[src/rtl/vga_frame_monitor.sv]
// vga_frame_monitor: passive VGA stream checker.
// Measures line/frame geometry, CRCs active pixels, tracks lock.
module vga_frame_monitor #(
  parameter int   H_ACTIVE = 640,
  parameter int   H_TOTAL  = 800,
  parameter int   V_ACTIVE = 480,
  parameter int   V_TOTAL  = 525,
  parameter logic SYNC_POL = 1'b0
) (
  input  logic        clk,
  input  logic        reset,
  input  logic        pix_ce,
  input  logic        vga_hs,
  input  logic        vga_vs,
  input  logic        vga_blank_n,
  input  logic [7:0]  vga_r,
  input  logic [7:0]  vga_g,
  input  logic [7:0]  vga_b,
  output logic        frame_valid,
  output logic [15:0] frame_crc,
  output logic [10:0] h_total_meas,
  output logic [10:0] h_active_meas,
  output logic [10:0] v_total_meas,
  output logic [10:0] v_active_meas,
  output logic [15:0] frame_count,
  output logic        locked,
  output logic        err_timing
);

  typedef enum logic [1:0] {
    SEEK,
    MEASURE,
    CLOSE
  } state_t;

  localparam logic [10:0] HT = 11'(H_TOTAL);
  localparam logic [10:0] HA = 11'(H_ACTIVE);
  localparam logic [10:0] VT = 11'(V_TOTAL);
  localparam logic [10:0] VA = 11'(V_ACTIVE);

  state_t      state, state_n;
  logic        hs_a, vs_a;
  logic        hs_prev, vs_prev;
  logic        hs_edge, vs_edge;
  logic        close;
  logic        match;
  logic        prev_match;
  logic        ever_locked;

  logic [10:0] h_cnt, h_act_cnt, v_cnt, v_act_cnt;
  logic [10:0] line_tot, line_act;
  logic [15:0] crc;

  logic [10:0] h_n, ha_n, v_n, va_n, lt_n, la_n;
  logic [10:0] h_i, ha_i;
  logic [15:0] crc_n;

  function automatic logic [10:0] sat_inc(input logic [10:0] v);
    return (v == 11'h7FF) ? v : v + 11'd1;
  endfunction

  function automatic logic [15:0] crc24(
    input logic [15:0] c_in,
    input logic [23:0] d
  );
    logic [15:0] c;
    logic        fb;
    c = c_in;
    for (int i = 23; i >= 0; i--) begin
      fb = c[15] ^ d[i];
      c  = {c[14:0], 1'b0};
      if (fb) c = c ^ 16'h1021;
    end
    return c;
  endfunction

  assign hs_a    = (vga_hs == SYNC_POL);
  assign vs_a    = (vga_vs == SYNC_POL);
  assign hs_edge = pix_ce & hs_a & ~hs_prev;
  assign vs_edge = pix_ce & vs_a & ~vs_prev;

  // CLOSE is the single clk in which the freshly latched results are presented
  assign frame_valid = (state == CLOSE);
  assign close       = (state == MEASURE) & vs_edge;

  // State register
  always_ff @(posedge clk) begin
    if (reset) state <= SEEK;
    else       state <= state_n;
  end

  // Next-state: frame boundaries are vs leading edges
  always_comb begin
    state_n = state;
    unique case (state)
      SEEK:    if (vs_edge) state_n = MEASURE;
      MEASURE: if (vs_edge) state_n = CLOSE;
      CLOSE:   state_n = MEASURE;
      default: state_n = SEEK;
    endcase
  end

  // Apply the current sample: line close first, so a coincident frame close sees it
  always_comb begin
    h_n   = h_cnt;
    ha_n  = h_act_cnt;
    v_n   = v_cnt;
    va_n  = v_act_cnt;
    lt_n  = line_tot;
    la_n  = line_act;
    crc_n = crc;
    h_i   = sat_inc(h_cnt);
    ha_i  = vga_blank_n ? sat_inc(h_act_cnt) : h_act_cnt;
    if (pix_ce && state != SEEK) begin
      if (vga_blank_n) crc_n = crc24(crc, {vga_r, vga_g, vga_b});
      if (hs_edge) begin
        lt_n = h_i;
        la_n = ha_i;
        v_n  = sat_inc(v_cnt);
        if (ha_i != 11'd0) va_n = sat_inc(v_act_cnt);
        h_n  = 11'd0;
        ha_n = 11'd0;
      end else begin
        h_n  = h_i;
        ha_n = ha_i;
      end
    end
    match = (lt_n == HT) && (la_n == HA) && (v_n == VT) && (va_n == VA);
  end

  // Counters, result latching and lock tracking
  always_ff @(posedge clk) begin
    if (reset) begin
      hs_prev       <= 1'b0;
      vs_prev       <= 1'b0;
      h_cnt         <= '0;
      h_act_cnt     <= '0;
      v_cnt         <= '0;
      v_act_cnt     <= '0;
      line_tot      <= '0;
      line_act      <= '0;
      crc           <= '0;
      frame_crc     <= '0;
      h_total_meas  <= '0;
      h_active_meas <= '0;
      v_total_meas  <= '0;
      v_active_meas <= '0;
      frame_count   <= '0;
      locked        <= 1'b0;
      err_timing    <= 1'b0;
      prev_match    <= 1'b0;
      ever_locked   <= 1'b0;
    end else begin
      if (pix_ce) begin
        hs_prev <= hs_a;
        vs_prev <= vs_a;
      end
      if (state == SEEK || close) begin
        if (state == SEEK && !vs_edge) begin
          crc <= crc;
        end else begin
          h_cnt     <= '0;
          h_act_cnt <= '0;
          v_cnt     <= '0;
          v_act_cnt <= '0;
          line_tot  <= '0;
          line_act  <= '0;
          crc       <= 16'hFFFF;
        end
        if (close) begin
          frame_crc     <= crc_n;
          h_total_meas  <= lt_n;
          h_active_meas <= la_n;
          v_total_meas  <= v_n;
          v_active_meas <= va_n;
          frame_count   <= frame_count + 16'd1;
          locked        <= match & prev_match;
          prev_match    <= match;
          if (match && prev_match) ever_locked <= 1'b1;
          if (!match && ever_locked) err_timing <= 1'b1;
        end
      end else begin
        h_cnt     <= h_n;
        h_act_cnt <= ha_n;
        v_cnt     <= v_n;
        v_act_cnt <= va_n;
        line_tot  <= lt_n;
        line_act  <= la_n;
        crc       <= crc_n;
      end
    end
  end

endmodule

[config.mk]
export PLATFORM = sky130hd
export DESIGN_NAME = vga_frame_monitor
export DESIGN_NICKNAME = d
export VERILOG_FILES = /design/src/rtl/vga_frame_monitor.sv
export SDC_FILE = /design/constraint.sdc
export NUM_CORES = 1
export LEC_CHECK = 0
export BUFFER_PORTS_ARGS = -buffer_cell sky130_fd_sc_hd__buf_2
export CAP_MARGIN = 20
export CORE_MARGIN = 3
export CORE_UTILIZATION = 53
export CTS_CLUSTER_DIAMETER = 200
export DETAILED_ROUTE_END_ITERATION = 6
export HOLD_SLACK_MARGIN = 0.12
export PLACE_DENSITY = 0.76
export SLEW_MARGIN = 0
export SYNTH_ARGS = -nofsm -noshare
export SYNTH_HDL_FRONTEND = slang
export SYNTH_SLANG_ARGS = --single-unit
[constraint.sdc]
create_clock -name clk -period 2.75 [get_ports clk]
set_input_delay 0 -clock clk [delete_from_list [all_inputs] [get_ports clk]]
set_output_delay 0 -clock clk [all_outputs]
set_load 0.02 [all_outputs]
* Word-level counts from Yosys, hierarchy flattened
Index checks and enable logic that the tools add are counted.
** Operators by class
- Add/sub/neg operators :: 5
- Muxes and demuxes :: 102
- Equal/unequal tests :: 13
- Reductions and logical operators :: 19
- Bitwise gates (word level) :: 58
** Operator list (number)
- $mux 16 :: 50
- $mux 13 :: 24
- $mux 11 :: 25
- $not 3->3 :: 24
- $add 11x1->11 const B :: 4
- $eq 11x11->1 const B :: 4
- $eq 11x10->1 const B :: 3
- $xor 1x1->1 :: 24
- $add 16x1->16 const B :: 1
- $eq 11x9->1 const B :: 1
- $reduce_bool 11->1 :: 1
- $logic_and 1x1->1 :: 7
- $and 1x1->1 :: 6
- $ne 2x2->1 const B :: 3
- $pmux 2 s3 :: 1
- $reduce_and 2->1 :: 3
- $reduce_and 3->1 :: 2
- $mux 2 :: 2
- $not 1->1 :: 4
- $reduce_bool 2->1 :: 2
- $eq 2x1->1 const B :: 1
- $eq 2x2->1 const B :: 1
- $logic_not 1->1 :: 2
- $logic_not 2->1 :: 1
- $logic_or 1x1->1 :: 1
** Word-level totals
- Output and inout bits :: 79
- Logic and storage cells :: 217
- Bits in registers :: 166

* Depth between registers and ports, before layout
Gate-level depths: netlist of the first run.
- Depth after elaboration :: 97
- Gate-level depth with buffers :: 13
- Gate-level depth less buffers :: 10

* Least setup slack after synthesis of the first run
Ideal clock, no wire load.
- Path type :: flip-flop to flip-flop
- From :: register h_cnt[0]
- To :: register prev_match
- Path buffers :: 1
- Stages on the path, launching flop included :: 12
- Arrival time :: 2.734 ns
- Path slack :: -0.043 ns
- Required time :: 2.691 ns
- Path through :: dfxtp_1 ha_1 and4_1 buf_2 nand3_1 nand3_1 and3_1 or4bb_1 nor4_1 o2111ai_1 nor4_2 a22o_1
** Between the ends
- Longest elaborated chain between the ends :: 8
** RTL lines
- from (decl) :: line 50 : logic [10:0] h_cnt, h_act_cnt, v_cnt, v_act_cnt;
- from (signal assigned) :: line 183 : h_cnt <= h_n;
- $add 11x1->11 or $eq 11x11->1 (tied branches) :: line 59 : return (v == 11'h7FF) ? v : v + 11'd1;
- $mux 11 (*) :: line 59
- $mux 11 (*) :: line 116 : if (hs_edge) begin
- $mux 11 (*) :: line 114 : if (pix_ce && state != SEEK) begin
- $eq 11x10->1 (*) :: line 128 : match = (lt_n == HT) && (la_n == HA) && (v_n == VT) && (va_n == VA);
- $logic_and 1x1->1 (*) (3 in series) :: line 128
- to (signal assigned) :: line 178 : prev_match <= match;
- to (decl) :: line 47 : logic prev_match;
Mark *: on every way between the ends. The rest lies on a longest branch, timed or not.
A chain may end at the register's enable or synchronous reset.

* Final worst setup path of the first run
- From :: register hs_prev
- To :: register prev_match
** Between the ends
- Longest elaborated chain between the ends :: 8
** RTL lines
- from (decl) :: line 43 : logic hs_prev, vs_prev;
- from (signal assigned) :: line 155 : hs_prev <= hs_a;
- $not 1->1 (*) :: line 79 : assign hs_edge = pix_ce & hs_a & ~hs_prev;
- $and 1x1->1 (*) :: line 79
- $mux 11 :: line 116
- $mux 11 :: line 114
- $eq 11x10->1 :: line 128
- $logic_and 1x1->1 (2 in series) :: line 128
- $logic_and 1x1->1 (*) :: line 128
Marked as above.

==> reports/qor.yml, run 1 <==
synth:
  synth_xor_area_share_pct: 12.3
  synth_compound_area_share_pct: 20.3
  synth_cells: 1093
  synth_mux_area_share_pct: 1.19
  syn_area_um2: 8750
  yosys.area_share.simple_pct: 23.0
  synth_commonest_cells: "nor2_1, dfxtp_1, a21oi_1"
  ys.warnings.count: 0
  synth_fa_ha_area_share_pct: 0.715
  async_flop_share_pct: 0
  synth-edff-count: 0
  synth_top_family_by_area: "simple AND/OR/NAND/NOR gates"
  syn_area_per_cell_um2: 8.00
  synth_top_cell_by_area: "dfxtp_1"
  ys.flop_type: "dfxtp_1"
  ys_seq_area_share_pct: 38.0
  ys_ff_latch: 166
  yosysUniqueCellTypes: 74
  synthesis.nets: 1128
  synth.most_common_cell: "nor2_1"
  synth_top_cell_area_share_pct: 38.0
  synth.area.top_cells: "dfxtp_1, nor2_1, xnor2_1"
timing:
  setup_violations: 5
  max_freq_mhz: 337
  maxSlewHeadroom_pct: 30.9
  setup_ws_ps: -219
  rsz0062_at_grt: "yes"
  min_period_ps: 2970
  drv_slew: 0
  fin_tns_setup_ps: -868
  fin_skew_ps: 10.7
  hold_viol: 0
  period_share_pct: 108
  worstMarginPinSlew_ps: 1040
die:
  core_area_um2: 16000
  start_util_pct: 54.7
  dieArea_um2: 18100
  die_h_um: 134
  rows: 46
  die_x_um: 134
  ios: 109
clock_network:
  root_buffer: "clkbuf_16"
  numCtsBuffers: 17
  clk_path_buf_depth: 2
  cts.clk_slew.worst_paths_ps: 70
  cts_tree: "built"
  clkLatencyLatePin_ps: 440
  cts.sinks: 166
  cts.htree.levels: 4
placement:
  place_area_um2: 10500
  hpwl_um: 18900
  portBuffers: 108
  gp_congestion: 0.937
grt:
  grt_pass1_vias: 8425
  grt_max_degree: 85
  grt.total_usage_pct: 29.6
  grt_overflow: 0
  grt_pass1_wl_um: 43300
  antenna_found_initial: 0
cells_and_area:
  finish.instance_area_um2: 11800
  regArea_um2: 3340
  fill_cells: 1150
  layout-drive-gt1-share_pct: 32.6
  nets: 1356
  diodes: 0
  areaGrowthSynthToFinish_pct: 35.0
  multi_input_area_um2: 5540
min_path:
  hold_class: "input port to flip-flop"
  hp-start: "vga_blank_n"
  hold_path_depth: 5
  holdPathEnd: "h_act_cnt[10]"
setup_path:
  r2r_end: "prev_match"
  reg2reg_depth: 10
  crit_type: "flip-flop to flip-flop"
  start_kind: "flip-flop"
  crit_fanout: 4
  r2r_slack_ps: -220
  crit_path_end_kind: "flip-flop"
  cp.arrival_ps: 3350
  crit-reg2reg-launch: "hs_prev"
  crit_required_ps: 3130
route:
  num_vias: 9279
  drt_first_iter_violations: 984
  routed_wl_um: 28800
  routedWlPerCell_um: 18.6
  drc: 0
  drt_first_pass_iters: 7
  via_per_inst: 5.99
  ant_nets: 0
power:
  switchingPower_uw: 2800
  p_comb_share_pct: 38.3
  seqPwrFrac_pct: 31.7
  switching_share_pct: 35.5
  irDropWorstVdd_mv: 0.770
  internal_power_uw: 5100
  finalPower_uw: 7890
  leakagePower_uw: 0.00466
  power_density_nw_per_um2: 669
  clkPwrFrac_pct: 29.9
run_status:
  outcome: "finished with violations"
  violations: "setup timing"
run:
  maxCapViolCount: 0
==> worst max path at each step <==
stage                            start         end  cells after the start
after floorplan                hs_prev  prev_match                      9
after global placement         hs_prev  err_timing                     10
after detailed placement      state[0]  prev_match                     11
after CTS                     state[0]  prev_match                     10
after global routing      h_act_cnt[0]  prev_match                     12
final                          hs_prev  prev_match                     10
==> stage by stage <==
step                hold slack, ps  std cells  worst slack (ps)  utilization [%]
floorplan                     99.0       1093            0.0346                -
global placement               214       1494              -242             65.5
detailed placement             218       1494              -319             65.5
CTS                            216       1540             -92.5             71.2
global route                   236       1550              -332             73.8
finish                         207       1550              -219             73.8
==> layout make-up <==
class / instances / share of cell area [%]
Clock buffer: 17 / 3.60
Clock inverter: 15 / 1.31
Inverter: 13 / 0.413
Multi-Input combinational cell: 829 / 47.0
Sequential cell: 166 / 28.3
Tap cell: 216 / 2.29
Timing Repair Buffer: 294 / 17.1
==> power by group through the flow <==
stage | clock network (µW) | logic [µW] | registers (µW)
3_5_place_dp | 0 | 2460 | 2550
6_report | 2360 | 3030 | 2500
5_1_grt | 2480 | 3160 | 2510
4_1_cts | 2360 | 2540 | 2500
3_3_place_gp | 0 | 2440 | 2550
2_1_floorplan | 0 | 1790 | 2570
==> worst max-delay path, cell delays in order (launching register included) <==
cell	delay (ps)
dfxtp_2	340
or2_4	230
or4_4	520
or3_4	360
a21oi_4	170
o2111ai_4	130
a2111oi_4	340
o2111ai_2	190
nor4_2	300
buf_4	190
a22o_1	150
==> state kept, by name (all words and copies together) (netlist names) <==
name           count
crc               16
err_timing         1
ever_locked        1
frame_count       16
frame_crc         16
h_act_cnt         11
h_active_meas     11
h_cnt             11
h_total_meas      11
hs_prev            1
line_act          11
line_tot          11
locked             1
prev_match         1
state              2
v_act_cnt         11
v_active_meas     11
v_cnt             11
v_total_meas      11
vs_prev            1
==> cell families (layout without fill, tap and decap cells) <==
logic type,count (synthesis),in the layout
buffers and inverters,98,339
xor gates and xnor gates,107,107
and+or+nand+nor,433,433
adders and majority gates,5,5
AOI/OAI and AO/OA,274,274
DFF,166,166
muxes,10,10
==> per-layer routing <==
layer	GRT usage, %	wire length [µm]	vias to the layer above
met5	0	0	-
met4	9.39	796	0
met3	5.07	2260	83
met2	49.6	13900	470
met1	39.0	11900	4390
li1	-	-	4336
==> cell usage in the layout, fill, tap and decap left out, types with 15 or more instances in the layout <==
| master | netlist | layout |
|---|---|---|
| nor2_1 | 192 | 187 |
| buf_4 | 1 | 166 |
| nor3_1 | 34 | 29 |
| buf_2 | 15 | 107 |
| o21ai_0 | 40 | 38 |
| a211oi_1 | 47 | 44 |
| xor2_1 | 35 | 31 |
| nand4_1 | 18 | 18 |
| clkbuf_16 | 0 | 17 |
| a22oi_1 | 21 | 21 |
| nand3_1 | 31 | 25 |
| buf_6 | 0 | 15 |
| a21oi_1 | 95 | 90 |
| xnor2_1 | 58 | 51 |
| dfxtp_1 | 166 | 155 |
| nand2_1 | 81 | 79 |
==> repair_timing <==
action / 4_1_cts / 5_1_grt
gates resized for setup: 47 / 70
cloned: 0 / 0
endpoints found under the setup margin: 14 / 32
buffers inserted: 10 / 11
endpoints found under the hold margin: 33 / 0
hold buffers: 5 / 0
pin swaps: 22 / 28
No activity file was read; power rests on OpenSTA's default activity.
==> run 2, diff against run 1 <==
- ABC_AREA: unset -> 1
- CORE_ASPECT_RATIO: unset -> 1.75
==> run 2 against run 1 <==
  * The flow now finishes without violations
  * Setup slack better by 290 ps
  * Clock power is 2% lower
  * Register-to-register slack better by 290 ps
  * Critical endpoint is now err_timing
  * Die area is 2.9% higher
  * Non-clock buffer count is 111 lower
  * Largest cell class unchanged
  * Routed wire length is 14% lower
  * Critical path type unchanged
==> reports/qor.yml, run 2 <==
die:
  ios: 109  # unchanged
  dieArea_um2: 18600  # +2.9%
  start_util_pct: 54.3  # -0.32 points
  core_area_um2: 16500  # +3.3%
  rows: 62  # +35%
  die_h_um: 178  # +33%
  die_x_um: 104  # -22%
placement:
  hpwl_um: 17800  # -5.7%
  gp_congestion: 0.929  # -0.81%
  dpl_worst_slack_ps: -44.3  # +275 ps
  dp_cells: 1639  # +9.7%
  place_area_um2: 9970  # -4.8%
  portBuffers: 108  # unchanged
clock_network:
  clk_path_buf_depth: 2  # unchanged
  cts.clk_slew.worst_paths_ps: 70  # about the same
  cts.htree.levels: 4  # unchanged
  cts_tree: "built"
  cts.sinks: 166  # unchanged
  numCtsBuffers: 17  # unchanged
  clkLatencyLatePin_ps: 430  # about the same
  root_buffer: "clkbuf_16"
setup_path:
  crit_path_start: "h_act_cnt[0]"
  critPathTopFamily: "simple AND/OR/NAND/NOR gates"
  crit_top_cell: "nand2_1"
  cp_cell_sequence: "ha_4 > nand2_4 > nor2_4 > nand3_4 > nand2_1 > nand2_1 > nand2_1 > nor2_1 > nand3_1 > nor2_2 > nand2_4 > nand4_1 > nor2_2 > buf_4 > xor2_1 > nor3_1 > nand3_1 > nand2_1 > a21oi_1"
  r2r_slack_ps: 70  # +290 ps
  reg2reg_depth: 19  # +9
  r2r_end: "err_timing"
  path_depth: 19  # +9
  crit_fanout: 7  # +3
  start_kind: "flip-flop"
  cp-endpoint: "err_timing"
  crit_type: "flip-flop to flip-flop"
  critPathBufInv: 1  # unchanged
  crit_path_end_kind: "flip-flop"
  crit_required_ps: 3040  # -90 ps
  crit-reg2reg-launch: "h_act_cnt[0]"
  max_stage_delay_ps: 350  # -170 ps
  cp.arrival_ps: 2970  # -380 ps
  critical-path-slowest-cell: "dfxtp_2"
synth:
  synth_cells: 1306  # +19%
  ys_ff_latch: 166  # unchanged
  ys.warnings.count: 0  # unchanged
  syn_area_per_cell_um2: 6.87  # -14%
  synth.area.top_cells: "dfxtp_1, nand2_1, inv_1"
  synth_commonest_cells: "nand2_1, dfxtp_1, inv_1"
  synth_top_cell_by_area: "dfxtp_1"
  synth.most_common_cell: "nand2_1"
  ys.flop_type: "dfxtp_1"
  syn_area_um2: 8980  # +2.7%
  synth-edff-count: 0  # unchanged
  yosysUniqueCellTypes: 50  # -32%
  ys_seq_area_share_pct: 37.0  # -0.98 points
  async_flop_share_pct: 0  # unchanged
  synthesis.nets: 1341  # +19%
  synth_top_cell_area_share_pct: 37.0  # -0.98 points
timing:
  fin_skew_ps: 11.1  # +0.355 ps
  setup_ws_ps: 70.1  # +289 ps
  max_freq_mhz: 373  # +11%
  drv_slew: 0  # unchanged
  setup_violations: 0  # -5
  maxSlewHeadroom_pct: 55.4  # +25 points
  hold_viol: 0  # unchanged
  period_share_pct: 97.5  # -11 points
  min_period_ps: 2680  # -289 ps
  worstMarginPinSlew_ps: 668  # -369 ps
  rsz0062_at_grt: "yes"
cells_and_area:
  stdcell_count: 1690  # +9.0%
  diodes: 0  # unchanged
  multi_input_area_um2: 4940  # -11%
  areaGrowthSynthToFinish_pct: 21.1
  nets: 1488  # +9.7%
  finish.instance_area_um2: 10900  # -7.9%
  reg.largest.list: "crc (16), frame_count (16), frame_crc (16)"
  final_util_pct: 65.8  # -7.9 points
  final_cell_mix: "nand2_1, dfxtp_1, inv_1, nor2_1, buf_2"
  regArea_um2: 3330  # -0.22%
  layout_commonest_cell: "nand2_1"
  fill_cells: 1456  # +27%
  layout-drive-gt1-share_pct: 20.9  # -12 points
power:
  internal_power_uw: 4300  # -16%
  p_comb_share_pct: 25.0  # -13 points
  clkPwrFrac_pct: 35.8  # +5.9 points
  irDropWorstVdd_mv: 0.448  # -42%
  finalPower_uw: 6430  # -18%
  seqPwrFrac_pct: 39.1  # +7.4 points
  switchingPower_uw: 2130  # -24%
  switching_share_pct: 33.1  # -2.4 points
  leakagePower_uw: 0.00492  # +5.7%
  power_density_nw_per_um2: 592  # -12%
grt:
  grt_pass1_vias: 8363  # -0.74%
  grt_max_degree: 63  # -26%
  grt_overflow: 0  # unchanged
  grt_pass1_wl_um: 40000  # -7.5%
  grt.total_usage_pct: 26.6  # -3.0 points
  antenna_found_initial: 0  # unchanged
min_path:
  hold_class: "input port to flip-flop"
  hp-start: "vga_b[1]"
route:
  drc: 0  # unchanged
  ant_nets: 0  # unchanged
  routedWlPerCell_um: 14.7  # -21%
  via_per_inst: 5.23  # -13%
  routed_wl_um: 24900  # -14%
  drt_first_pass_iters: 5  # -2
  num_vias: 8838  # -4.8%
  drt_first_iter_violations: 543  # -45%
run_status:
  outcome: "finished clean"
run:
  maxCapViolCount: 0  # unchanged
[run 2: cell count changes in the layout (fill, tap and decap cells not counted), sizes merged, moves of 10 or more]
| cell | previous run | this run |
|---|---|---|
| nor3 | 35 | 15 |
| or2 | 5 | 20 |
| and3 | 16 | 1 |
| o21ai | 43 | 87 |
| a22oi | 21 | 1 |
| o211ai | 3 | 20 |
| nor2 | 192 | 133 |
| nand3 | 32 | 72 |
| nand2 | 81 | 334 |
| and4 | 10 | 0 |
| xnor2 | 65 | 27 |
| buf | 289 | 174 |
| a211oi | 48 | 1 |
| inv | 23 | 173 |
[run 2: power groups by stage]
stage | combinational, µW | clock (µW) | sequential [µW]
after global placement | 1490 | 0 | 2570
after CTS | 1530 | 2340 | 2520
after detailed placement | 1500 | 0 | 2570
after global routing | 1770 | 2450 | 2520
after floorplan | 1130 | 0 | 2600
final | 1610 | 2310 | 2520
[run 2: cells by family after synthesis]
kind of cell | share of synthesized area [%]
AND/OR/NAND/NOR | 29.1
AO/OA/AOI/OAI | 14.6
buffers and inverters | 10.2
flip-flops | 37.0
XOR/XNOR | 7.94
adder cells (fa/ha/maj) | 0.697
multiplexers | 0.460
[run 2: timing repair]
action / CTS / global route
gates resized for setup: 2 / 44
buffers inserted: 0 / 8
endpoints found under the setup margin: 3 / 27
hold endpoints to repair: 28 / 0
hold buffers: 9 / 0
gates cloned: 0 / 2
pin swaps: 0 / 11
[run 2: stage by stage]
stage          TNS [ps]  hold slack [ps]
5_1_grt            -677              388
6_report              0              302
2_1_floorplan         0              140
4_1_cts               0              281
3_3_place_gp          0              294
3_5_place_dp      -84.2              300
[run 2: how the worst min path moves through the flow]
stage,depth (start not counted),slack (ps),to
floorplan,2,140,hs_prev
global placement,4,290,hs_prev
detailed placement,4,300,hs_prev
CTS,7,280,crc[6]
global route,7,390,crc[6]
finish,7,300,crc[6]
[run 2: worst min-delay path, cell delays in order]
cell	delay, ps
buf_2	80
xor2_1	90
xnor2_2	170
nand3_1	70
nand2_1	80
o221ai_1	150
inv_1	50
[run 2: metal layers]
layer / global-route usage (%) / wire, µm / up-vias
met5: 0 / 0 / -
met4: 10.9 / 708 / 0
met3: 3.62 / 992 / 47
met2: 49.8 / 13200 / 214
met1: 30.0 / 9960 / 4099
li1: - / - / 4478
[run 2: area by class of cell]
type                       instances  area share [%]
timing repair buffer             183            10.6
multi-input combinational        921            45.4
tap                              224            2.58
clock inverter                    15            1.22
inverter                         164            5.66
sequential                       166            30.6
clock buffer                      17            3.91
==> run 3, diff against run 2 <==
- PLACE_DENSITY: 0.76 -> 0.77
==> run 3 against run 2 <==
  * The run now ends with setup timing left
  * Sequential cell count unchanged
  * Sequential power about the same
  * Non-clock buffer count increased by 2
  * Core utilization increased by 0.48 points
  * Critical path depth increased by 2
  * Total power increased by 3.4%
  * Count of clock-buffer cells in the layout increased by 1
  * Critical path type unchanged
  * Largest cell class unchanged
==> reports/qor.yml, run 3 (synthesis gave the netlist of run 2 again) <==
run_status:
  outcome: "finished with violations"
  violations: "setup timing"
route:
  ant_nets: 0  # unchanged
  num_vias: 8880  # +0.48%
  drt_first_iter_violations: 455  # -16%
  via_per_inst: 5.25  # +0.42%
  drt_first_pass_iters: 5  # unchanged
  routed_wl_um: 25100  # +0.82%
  routedWlPerCell_um: 14.8  # +0.76%
  drc: 0  # unchanged
cells_and_area:
  finish.instance_area_um2: 11000  # +0.74%
  reg.largest.list: "crc (16), frame_count (16), frame_crc (16)"
  layout-drive-gt1-share_pct: 21.3  # +0.33 points
  areaGrowthSynthToFinish_pct: 22.0
  layout_commonest_cell: "nand2_1"
  fill_cells: 1446  # -0.69%
  stdcell_count: 1691  # +0.059%
  final_cell_mix: "nand2_1, dfxtp_1, inv_1, nor2_1, buf_2"
  diodes: 0  # unchanged
  nets: 1489  # +0.067%
setup_path:
  crit_path_end_kind: "flip-flop"
  cp.arrival_ps: 3150  # +180 ps
  crit_type: "flip-flop to flip-flop"
  crit_fanout: 7  # unchanged
  crit_required_ps: 3100  # +60 ps
  start_kind: "flip-flop"
timing:
  maxSlewHeadroom_pct: 53.5  # -1.9 points
  worstMarginPinSlew_ps: 698  # +29.9 ps
  drv_slew: 0  # unchanged
  fin_skew_ps: 10.7  # -0.370 ps
  setup_ws_ps: -46.3  # -116 ps
  max_freq_mhz: 358  # -4.2%
  setup_violations: 2  # +2
  rsz0062_at_grt: "yes"
  period_share_pct: 102  # +4.2 points
  hold_viol: 0  # unchanged
  min_period_ps: 2800  # +116 ps
placement:
  hpwl_um: 17800  # about the same
  place_area_um2: 9980  # about the same
  dp_cells: 1640  # +0.061%
  portBuffers: 108  # unchanged
  gp_congestion: 0.934  # +0.51%
clock_network:
  cts.clk_slew.worst_paths_ps: 70  # about the same
  cts_tree: "built"
  cts.sinks: 166  # unchanged
  root_buffer: "clkbuf_16"
  numCtsBuffers: 17  # unchanged
  cts.htree.levels: 4  # unchanged
  clk_path_buf_depth: 2  # unchanged
  clkLatencyLatePin_ps: 430  # about the same
power:
  irDropWorstVdd_mv: 0.400  # -11%
  power_density_nw_per_um2: 607  # +2.6%
  leakagePower_uw: 0.00494  # +0.33%
grt:
  antenna_found_initial: 0  # unchanged
  grt_pass1_wl_um: 40300  # +0.74%
  grt_pass1_vias: 8575  # +2.5%
  grt_overflow: 0  # unchanged
  grt_max_degree: 63  # unchanged
  grt.total_usage_pct: 26.5  # about the same
die:
  die_h_um: 178  # unchanged
  die_x_um: 104  # unchanged
  core_area_um2: 16500  # unchanged
  start_util_pct: 54.3  # unchanged
  ios: 109  # unchanged
  rows: 62  # unchanged
  dieArea_um2: 18600  # unchanged
run:
  maxCapViolCount: 0  # unchanged
min_path:
  hold_class: "input port to flip-flop"
run 3: worst max-delay path, stage by stage (launching register included):
cell and delay, ps:
dfxtp_2 360, ha_4 160, nand2_4 60, nor2_4 180, nand3_4 140, buf_6 160, nand2_2 50, nand2_2 60
nand2_2 100, nor2_2 50, nand3_1 80, nor2_2 60, nand2_4 130, nand4_1 140, buf_4 190, xor2_4 160
nand2_1 70, nor2_1 100, nand2_1 70, nor2_2 120, nand4_1 110, a21oi_1 180
run 3: stage by stage:
stage | setup TNS [ps] | total power, µW | setup WS, ps | hold slack (ps) | utilization, %
global route | -905 | 6940 | -258 | 363 | 66.3
floorplan | 0 | 3720 | 310 | 140 | -
detailed placement | 0 | 4080 | 45.3 | 285 | 60.4
global placement | 0 | 4070 | 76.4 | 261 | 60.4
finish | -78.0 | 6650 | -46.3 | 261 | 66.3
CTS | 0 | 6540 | 2.39 | 249 | 64.5
run 3: metal layers:
metal	wire length, µm	share of wire [%]	global-route usage [%]
met4	1240	4.9	15.3
met1	9770	39	28.9
met2	13100	52	48.8
met3	949	3.8	3.73
met5	0	0	0
run 3: area by class of cell:
class | count | area (µm²) | share of cell area [%]
Inverter | 164 | 616 | 5.62
Clock inverter | 14 | 164 | 1.50
Sequential cell | 166 | 3340 | 30.4
Clock buffer | 18 | 439 | 4.01
Tap cell | 224 | 280 | 2.56
Timing Repair Buffer | 185 | 1170 | 10.7
Multi-Input combinational cell | 920 | 4950 | 45.2
run 3: path summary, 6_finish.rpt:
check               startpoint     endpoint  slack, ps  cells past startpoint
setup reg to reg  h_act_cnt[1]       locked        -50                     21
hold / removal          pix_ce     state[0]        260                      7
hold reg to reg    line_act[3]  line_act[3]        460                      2
setup / recovery  h_act_cnt[1]       locked        -50                     21
run 3: timing repair:
item	in CTS	in global routing
hold buffers	8	0
endpoints found under the hold margin	20	0
setup endpoints to repair	2	24
resized for setup	1	55
buffers inserted	0	10
pin swaps	0	19
cloned	0	1
run 3: where the power goes:
part / switching [µW] / internal [µW] / total (µW) / leakage, µW
combinational: 1010 / 676 / 1680 / 0.00330
clock: 1060 / 1390 / 2450 / 0.000292
sequential: 50.5 / 2470 / 2520 / 0.00135
